===== config.mk =====
export PLATFORM = sky130hd
export DESIGN_NAME = dfe_sslms_adapt
export DESIGN_NICKNAME = d
export VERILOG_FILES = /design/src/rtl/dfe_sslms_adapt.sv
export SDC_FILE = /design/constraint.sdc
export NUM_CORES = 1
export LEC_CHECK = 0
export ABC_CLOCK_PERIOD_IN_PS = 12700
export CAP_MARGIN = 30
export CORE_MARGIN = 5
export CORE_UTILIZATION = 57
export DETAILED_ROUTE_END_ITERATION = 8
export PLACE_DENSITY = 0.9
export SLEW_MARGIN = 20
export SYNTH_ARGS = -nofsm -noshare
export SYNTH_HDL_FRONTEND = slang
export SYNTH_SLANG_ARGS = --single-unit

===== constraint.sdc =====
create_clock -name clk_i -period 12.7 [get_ports clk_i]
set_input_delay 2.54 -clock clk_i [delete_from_list [all_inputs] [get_ports clk_i]]
set_output_delay 2.54 -clock clk_i [all_outputs]
set_load 0.1 [all_outputs]

===== src/rtl/dfe_sslms_adapt.sv =====
// Sign-sign LMS adaptation engine for an N-tap DFE: correlates the error sign with past
// decisions, integrates saturating per-tap weights, and bounds training with a small FSM.
module dfe_sslms_adapt #(
  parameter int unsigned Ntap = 2,
  parameter int unsigned Wtap = 6,
  parameter int unsigned Wacc = 12,
  parameter int unsigned Wcnt = 16
) (
  input  logic                   clk_i,
  input  logic                   rst_i,
  input  logic                   start_i,
  input  logic                   freeze_i,
  input  logic                   clear_i,
  input  logic [2:0]             mu_i,
  input  logic [Wcnt-1:0]        n_upd_i,
  input  logic                   valid_i,
  input  logic                   data_i,
  input  logic                   err_i,
  output logic [Ntap*Wtap-1:0]   wtap_o,
  output logic                   busy_o,
  output logic                   done_o,
  output logic [Ntap-1:0]        sat_o
);

  typedef enum logic [1:0] {StIdle, StTrain, StHold} state_e;

  localparam int unsigned MuMax = Wacc - 2;
  localparam logic signed [Wacc:0] AccMax = (Wacc+1)'((1 << (Wacc - 1)) - 1);
  localparam logic signed [Wacc:0] AccMin = (Wacc+1)'(-(1 << (Wacc - 1)));

  state_e                 state_q;
  logic                   busy_q, done_q;
  logic [Wcnt-1:0]        cnt_q, cnt_inc;
  logic [Ntap-1:0]        hist_q, hist_d;
  logic [Ntap-1:0]        sat_q, sat_d;
  logic signed [Wacc-1:0] acc_q [Ntap];
  logic signed [Wacc-1:0] acc_d [Ntap];
  logic signed [Wacc:0]   step;
  logic signed [Wacc:0]   sum;
  logic                   upd_en;

  assign upd_en  = (state_q == StTrain) && valid_i && !freeze_i;
  assign cnt_inc = cnt_q + Wcnt'(1);
  // Newest decision enters at bit 0; the oldest falls off the top.
  assign hist_d  = valid_i ? Ntap'({hist_q, data_i}) : hist_q;

  always_comb begin
    if (32'(mu_i) > MuMax) begin
      step = (Wacc+1)'(1) << MuMax;
    end else begin
      step = (Wacc+1)'(1) << mu_i;
    end
  end

  // One extra bit of headroom lets the clamp detect overflow in either direction.
  always_comb begin
    sum = '0;
    for (int k = 0; k < int'(Ntap); k++) begin
      acc_d[k] = acc_q[k];
      sat_d[k] = sat_q[k];
      if (clear_i) begin
        acc_d[k] = '0;
        sat_d[k] = 1'b0;
      end else if (upd_en) begin
        if (err_i == hist_q[k]) begin
          sum = $signed({acc_q[k][Wacc-1], acc_q[k]}) + step;
        end else begin
          sum = $signed({acc_q[k][Wacc-1], acc_q[k]}) - step;
        end
        if (sum > AccMax) begin
          acc_d[k] = AccMax[Wacc-1:0];
          sat_d[k] = 1'b1;
        end else if (sum < AccMin) begin
          acc_d[k] = AccMin[Wacc-1:0];
          sat_d[k] = 1'b1;
        end else begin
          acc_d[k] = sum[Wacc-1:0];
        end
      end
    end
  end

  always_ff @(posedge clk_i) begin
    if (rst_i) begin
      hist_q <= '0;
      sat_q  <= '0;
      for (int k = 0; k < int'(Ntap); k++) acc_q[k] <= '0;
    end else begin
      hist_q <= hist_d;
      sat_q  <= sat_d;
      for (int k = 0; k < int'(Ntap); k++) acc_q[k] <= acc_d[k];
    end
  end

  always_ff @(posedge clk_i) begin
    if (rst_i) begin
      state_q <= StIdle;
      busy_q  <= 1'b0;
      done_q  <= 1'b0;
      cnt_q   <= '0;
    end else begin
      case (state_q)
        StIdle, StHold: begin
          if (start_i) begin
            cnt_q <= '0;
            if (n_upd_i == '0) begin
              state_q <= StHold;
              busy_q  <= 1'b0;
              done_q  <= 1'b1;
            end else begin
              state_q <= StTrain;
              busy_q  <= 1'b1;
              done_q  <= 1'b0;
            end
          end
        end
        StTrain: begin
          if (upd_en) begin
            cnt_q <= cnt_inc;
            if (cnt_inc == n_upd_i) begin
              state_q <= StHold;
              busy_q  <= 1'b0;
              done_q  <= 1'b1;
            end
          end
        end
        default: begin
          state_q <= StIdle;
          busy_q  <= 1'b0;
          done_q  <= 1'b0;
        end
      endcase
    end
  end

  for (genvar k = 0; k < int'(Ntap); k++) begin : g_wtap
    assign wtap_o[k*Wtap +: Wtap] = acc_q[k][Wacc-1 -: Wtap];
  end

  assign busy_o = busy_q;
  assign done_o = done_q;
  assign sat_o  = sat_q;

endmodule

=== After elaboration in Yosys (flattened, before gate mapping) ===
Memories as Yosys holds them, arrays and structs flattened.
Cells that the tools add are included.

* Add/subtract/negate cells: 5
* Order comparisons: 4
* Equal/unequal tests: 8
* Shifts and indexed selects: 1
* Muxes and demuxes: 41
* Bitwise operators: 2
* Reduce and logical (&&, ||, !) cells: 14

{| class="wikitable"
|+ Operator list
! kind !! number
|-
| 12-bit 2-to-1 mux || 10
|-
| 13-bit 2-to-1 mux || 6
|-
| 16-bit 2-to-1 mux || 2
|-
| 16-bit one-hot mux with 2 select lines || 1
|-
| 12-bit by 13-bit adder with 13-bit output || 2
|-
| 13-bit by 12-bit greater-than comparator with 1-bit output (second input constant) || 2
|-
| 13-bit by 12-bit less-than comparator with 1-bit output (second input constant) || 2
|-
| 12-bit by 13-bit subtractor with 13-bit output || 2
|-
| 16-bit by 1-bit adder with 16-bit output (second input constant) || 1
|-
| 16-bit equality test || 1
|-
| 16-bit logical NOT || 1
|-
| 1-bit 2-to-1 mux || 15
|-
| 1-bit by 3-bit left shift with 13-bit output (first input constant) || 1
|-
| 2-bit 2-to-1 mux || 4
|-
| 3-bit AND reduction || 2
|-
| 2-bit nonzero test || 3
|-
| 2-bit inequality test (second input constant) || 2
|-
| 1-bit one-hot mux with 2 select lines || 2
|-
| 2-bit one-hot mux with 2 select lines || 1
|-
| 2-bit AND reduction || 2
|-
| 2-bit OR reduction || 2
|-
| 1-bit equality test || 2
|-
| 2-bit by 1-bit equality test with 1-bit output (second input constant) || 1
|-
| 2-bit equality test (second input constant) || 1
|-
| 5 further kinds || 7
|}

* Register bits: 24
* Bits in writable memories: 24
* Bits of input ports: 27
* Output and inout port bits: 16
* Memories kept: 1

{| class="wikitable"
|+ Memories
! name !! depth !! bits a word !! rd ports !! clocked after memory_dff !! wr ports !! line !! source
|-
| acc_q || 2 || 12 || 2 || 0 || 2 || 36 || <nowiki>logic signed [Wacc-1:0] acc_q [Ntap];</nowiki>
|}

=== Logic depth before layout (Yosys ltp) ===
* Depth in word-level cells: 11
* Gate-level depth with buffers: 17
* Gate-level depth less buffers: 15

=== Worst setup path before layout ===
OpenSTA, ideal clock, no wires.

* Path kind: input to register
* From: in mu_i[0]
* To: mem acc_q[0][0]
* Setup time: 0.141 ns
* Arrival: 5.721 ns
* Required time: 12.559 ns
* Slack: 6.837 ns
* Stages on the path: 14
* Buffers on the path: 2
* Cells stage by stage: clkbuf_1 or3_1 ha_1 nor2_1 xor2_1 ha_1 nor2b_1 o31ai_1 a311oi_1 a311o_1 a21o_1 a41oi_1 clkbuf_1 o211ai_1

{| class="wikitable"
|+ RTL lines
! what !! line !! source
|-
| start, declared || 14 || <nowiki>input logic [2:0] mu_i,</nowiki>
|-
| end, declared || 36 ||
|}

==> impl_metrics.yaml <==
status:
  status: "complete, no violations"
yosys:
  seq_area_frac_synth_pct: 23.6
  mappedNetlistArea_mm2: 0.00391
  ys.flop_type: "dfxtp_1"
  synth_area_per_cell_um2: 7.60
  async_reset_ff_share_pct: 0
  synthCells: 514
  synth_seq_cells: 46
  yosys_warnings: 0
  ys_types: 62
  syn_nets: 571
  synth_edf_count: 0
route:
  num_vias: 3889
  drt_iter0_drc: 216
  route.detailed.drc: 0
  drt-pass1-iter-count: 5
  routed_via_density: 6.29
  antenna_left: 0
  drt_wl_total_um: 9870
  detail_route.wl_per_cell_um: 16.0
placement:
  io_buffer_count: 42
  place.gp.congestion: 0.915
  hpwl_um: 7330
  dp.cells: 609
die:
  die_height_um: 92.8
  io_pins: 43
  die_area_mm2: 0.00861
  coreArea_mm2: 0.00672
  fp-row-count: 30
  die_w_um: 92.8
  initial_core_util_pct: 58.2
finish:
  final_cell_mix: "53 x nand2_1, 46 x a21oi_1, 46 x dfxtp_1"
  fin_cells: 618
  fill_cells: 565
  syn_to_final_growth_pct: 13.0
  final_common_cell: "nand2_1"
  num-nets-final: 594
  drive_gt1_share_pct: 4.83
  antennaDiodeCount: 0
timing:
  clock_skew_ps: 9.75
  maxSlewHeadroom_pct: 34.1
  post-route-min-period_ps: 6760
  worst_pin_slew_ps: 985
  fmax_mhz: 148
  period_share_pct: 53.2
  setup_violations: 0
  slew_violations: 0
  finalHoldViolCount: 0
  rsz0062_at_grt: "no"
  setup_tns_ps: 0
pwr:
  power.internal_mw: 0.251
  power_density_mw_per_mm2: 88.2
  clockPowerShare_pct: 29.4
  seq_power_share_pct: 39.1
  combPwrFrac_pct: 31.5
  swShare_pct: 35.6
  p_leak_nw: 1.71
  switchingPower_mw: 0.139
  vdd_ir_drop_max_mv: 0.0715
clocking:
  insertion_delay_ps: 310
  path_clk_slew_ps: 100
  htree_levels: 2
  post_cts_buffers: 0
  clockBufferDepth: 2
  cts_tree: "yes"
  cts-root-buf: "clkbuf_8"
  cts.sinks: 46
  cts_hold_buf: 0
  cts_buffers: 5
  postCtsResizedCells: 0
setup_path:
  path_class: "in2reg"
  r2r_cells: 12
  slowest_stage: "clkdlybuf4s50_1"
  cpPeakStageDelay_ps: 620
  path_cells: "clkdlybuf4s50_1, or3_1, ha_1, nor2_1, inv_1, o21ai_0, a31oi_1, ha_1, a21oi_1, o211ai_1, a31o_2, a211oi_1, nor4b_1, a41oi_1, clkbuf_2, o311ai_0"
  required_ps: 12870
  end_kind: "flop"
  path_max_fanout: 13
  start_kind: "primary input"
  critical_path_arrival_ps: 6930
  critPathMostFrequentCell: "ha_1"
min_path:
  whs_path_depth: 2
  hp-class: "reg2reg"
global_route:
  grt-ovfl-total: 0
  track_usage_pct: 22.8
  grt_pass1_vias: 3660
  grt_start_max_net_pins: 34
  grt_pass1_wl_um: 16400
  antenna_found_initial: 0
flow_run:
  maxCapViolCount: 0
==> critical path: cells and delay by family <==
family | cells | cell delay [ps]
adder cells (fa/ha/maj) | 2 | 640
AND/OR/NAND/NOR | 3 | 800
buffers and inverters | 3 | 960
AO/OA/AOI/OAI | 8 | 1980
==> sequential cells by signal (all words and copies together), names as in the netlist <==
| name | cells |
|---|---|
| acc_q | 24 |
| cnt_q | 16 |
| hist_q | 2 |
| sat_o | 2 |
| state_q | 2 |
==> layer usage <==
| layer | track usage, % | share of wire (%) |
|---|---|---|
| met1 | 29.8 | 45 |
| met2 | 38.3 | 48 |
| met3 | 3.82 | 5.6 |
| met4 | 7.20 | 1.2 |
| met5 | 0 | 0 |
==> cell type report <==
cell class	count	area (um2)	area share, %
clock inverters	3	43.8	0.992
flip-flops and latches	46	921	20.8
inverters	22	82.6	1.87
clock buffers	5	68.8	1.56
multi-input cells	415	2750	62.2
repair buffers	47	455	10.3
well taps	80	100	2.27
==> worst paths after layout <==
path              slack (ps)  startpoint           to
hold / removal           470    sat_o[1]     sat_o[1]
setup reg to reg        8630   hist_q[0]  acc_q[0][2]
hold reg to reg          470    sat_o[1]     sat_o[1]
setup / recovery        5940     mu_i[1]  acc_q[0][2]
==> power by group through the flow <==
stage / clock (mW) / combinational (mW) / sequential, mW
after floorplan: 0 / 0.0783 / 0.165
after global placement: 0 / 0.116 / 0.155
after detailed placement: 0 / 0.120 / 0.156
after CTS: 0.116 / 0.121 / 0.152
after global routing: 0.123 / 0.132 / 0.153
final: 0.114 / 0.123 / 0.152
==> cells in the mapped netlist, drive strengths merged (3+ instances only) <==
library cell  instances  area share, %
nor4                  8            1.3
nor3b                 6            1.2
a311oi                4           0.90
a21o                  5           0.96
o31ai                 4           0.77
and3                  4           0.64
ha                   28            9.0
clkbuf               14            1.3
o22ai                 5           0.80
or3                   8            1.3
a211oi                6            1.2
a21oi                46            5.9
o21a                  3           0.58
o311ai                4           0.90
nand4                 3           0.48
a31oi                 5           0.80
nand3                13            2.0
and2                  3           0.48
dfxtp                46             24
nor2                 42            4.0
xnor2                25            5.6
a22oi                 5           0.96
nor3                 14            2.2
nor4b                 3           0.83
xor2                 17            3.8
a31o                  3           0.67
inv                  22            2.1
o21ai                35            4.5
mux2i                 4            1.0
or2                   3           0.48
and4                  3           0.67
nor2b                10            1.6
buf                  17            2.9
o211ai               16            3.1
nand2                53            5.1
==> cell families (layout without fill, tap and decap cells) <==
| family | count (synthesis) | in the layout | share of synthesized area [%] |
|---|---|---|---|
| adders and majority gates | 31 | 31 | 10.2 |
| xor gates and xnor gates | 42 | 42 | 9.41 |
| buffers and inverters | 53 | 77 | 6.34 |
| muxes | 4 | 4 | 1.02 |
| and+or+nand+nor | 182 | 182 | 24.0 |
| DFF | 46 | 46 | 23.6 |
| AOI/OAI and AO/OA | 156 | 156 | 25.4 |
==> stage by stage <==
step | hold slack [ps] | util [%] | power [mW] | worst slack, ps | area [um2]
floorplan | 436 | - | 0.243 | 6840 | 3910
global placement | 440 | 63.9 | 0.271 | 5710 | 4290
detailed placement | 450 | 64.0 | 0.276 | 5490 | 4300
CTS | 470 | 65.7 | 0.390 | 5790 | 4410
global route | 495 | 65.7 | 0.408 | 5450 | 4420
finish | 467 | 65.7 | 0.389 | 5940 | 4420
(Power assumes the default switching activity.)
==> RTL edit: new RTL, same flow settings <==
Add an input register stage for `n_upd_i`, cleared by the reset; this delays it by one clock. The other inputs are not delayed to match.
--- a/src/rtl/dfe_sslms_adapt.sv
+++ b/src/rtl/dfe_sslms_adapt.sv
@@ -28,4 +28,14 @@
   localparam logic signed [Wacc:0] AccMax = (Wacc+1)'((1 << (Wacc - 1)) - 1);
   localparam logic signed [Wacc:0] AccMin = (Wacc+1)'(-(1 << (Wacc - 1)));
+
+  logic [Wcnt-1:0] n_upd_q;
+
+  always_ff @(posedge clk_i) begin
+    if (rst_i) begin
+      n_upd_q <= '0;
+    end else begin
+      n_upd_q <= n_upd_i;
+    end
+  end
 
   state_e                 state_q;
@@ -104,5 +114,5 @@
           if (start_i) begin
             cnt_q <= '0;
-            if (n_upd_i == '0) begin
+            if (n_upd_q == '0) begin
               state_q <= StHold;
               busy_q  <= 1'b0;
@@ -118,5 +128,5 @@
           if (upd_en) begin
             cnt_q <= cnt_inc;
-            if (cnt_inc == n_upd_i) begin
+            if (cnt_inc == n_upd_q) begin
               state_q <= StHold;
               busy_q  <= 1'b0;
Formal check against the unedited RTL: not equivalent (Yosys sat finds a counterexample within 4 cycles, from zero or initial values and one cycle with rst_i high).
==> RTL edit against the unedited design <==
- sequential power grew 35%
- setup slack better by 380 ps
- register-to-register slack improved by 420 ps
- critical path depth fell by 1
- synthesized cell count rose by 11%
- wire length up 13%
- first-iteration DRC count up 5.6%
- cell area up 13%
- power rose by 27%
- synthesized area up 14%
- combinational power shrank 11%
- clock power up 57%
- sequential cell count is 16 higher
- critical path type unchanged
- largest cell class unchanged
- largest power group unchanged
- highest routed layer unchanged
==> RTL edit: results (changes against the unedited design) <==
Parameter                              Value

Run status
  Run status    complete, no violations

Placement
  Worst setup slack after placement    5990 ps (+496 ps)
  Final RePlAce weighted congestion    0.949 (+3.7%)

Setup path
  Largest fanout on the critical path    15 (+2)
  R2r setup slk    9050 ps (+420 ps)
  Origin of the critical flop-to-flop path    hist_q[1]
  Worst setup path endpoint    acc_q[0][5]

Detailed routing
  Detailed Route WL    11.2 mm (+13%)
  Routed metal-1 wirelength    4.66 mm (+3.8%)
  Iteration-0 DRC Markers    228 (+5.6%)
  Detailed-routed wire length on met3    790 um (+43%)

Clocking
  Inserted Clock Buffers    9 (+4)
  Clock slew seen by the registers of the worst setup and hold paths    80 ps (-20 ps)

Pwr
  Share of total power in the clock network    0.362 (+0.068)
  Sw Pwr    0.000150 W (+8.1%)
  Worst IR Drop VDD    60.8 uV (-15%)
  Static Leakage    1.95 nW (+14%)

Cells and area
  Final non-filler cell total    695 (+12%)
  Share of cells above drive strength 1    0.0573 (+0.00901)
  Count of clock-net buffers in the final layout    13 (+8)
  Multi-input combinational gate total    448 (+8.0%)
  Multi-input logic area    2890 um^2 (+5.2%)
  Layout inverter count without the clock tree    19 (-14%)

Global route
  Maximum number of pins on one net before global-route repair    46 (+35%)
  Wire length of the first global-routing pass    18.8 mm (+15%)
  Aggregate global-route resource usage    0.233 (+0.00449)
  Vias in the first global route    4028 (+10%)

Yosys
  Most instantiated cells after synthesis    sky130_fd_sc_hd__dfxtp_1 (62), sky130_fd_sc_hd__a21oi_1 (61), sky130_fd_sc_hd__nor2_1 (58), sky130_fd_sc_hd__o21ai_0 (55), sky130_fd_sc_hd__nand2_1 (33)
  Count of different cell masters after synthesis    63 (+1.6%)
  Adder and majority cell fraction of the synthesized area    0.0923 (-0.0101)
  Ranking of synthesized cells by area    sky130_fd_sc_hd__dfxtp_1 (28%), sky130_fd_sc_hd__ha_1 (7.9%), sky130_fd_sc_hd__a21oi_1 (6.9%), sky130_fd_sc_hd__o21ai_0 (6.2%), sky130_fd_sc_hd__xnor2_1 (5.9%)
  Area fraction in compound gates after synthesis    0.223 (-0.0309)
  Mapped Nets    627 (+9.8%)
  XOR/XNOR Fraction of Synth Area    0.0907 (-0.00346)
  Sequential share of the synthesized area    0.279 (+0.0437)

STA
  Post-Route Hold Slack    471 ps (+4.45 ps)
==> RTL edit: changes by cell type in the layout (fill, tap and decap cells not counted), moves of 5 or more <==
cell                       change
sky130_fd_sc_hd__nor2b_1      +14
sky130_fd_sc_hd__a21oi_1      +15
sky130_fd_sc_hd__nand3_1       +5
sky130_fd_sc_hd__o211ai_1     -11
sky130_fd_sc_hd__xnor2_1       +5
sky130_fd_sc_hd__dfxtp_1      +16
sky130_fd_sc_hd__clkbuf_8      +6
sky130_fd_sc_hd__o21ai_0      +22
sky130_fd_sc_hd__nor2_1       +16
sky130_fd_sc_hd__nand2_1      -20
==> RTL edit: metal layers <==
layer  track usage  vias up
met5             0        -
met4        0.0798        0
met3        0.0579       43
met2         0.384      165
met1         0.296     1968
li1              -     2070
==> RTL edit: worst min-delay path: stages (launching register included) <==
cell and delay [ps]:
sky130_fd_sc_hd__dfxtp_1 330, sky130_fd_sc_hd__a21oi_1 40, sky130_fd_sc_hd__nor2_1 60
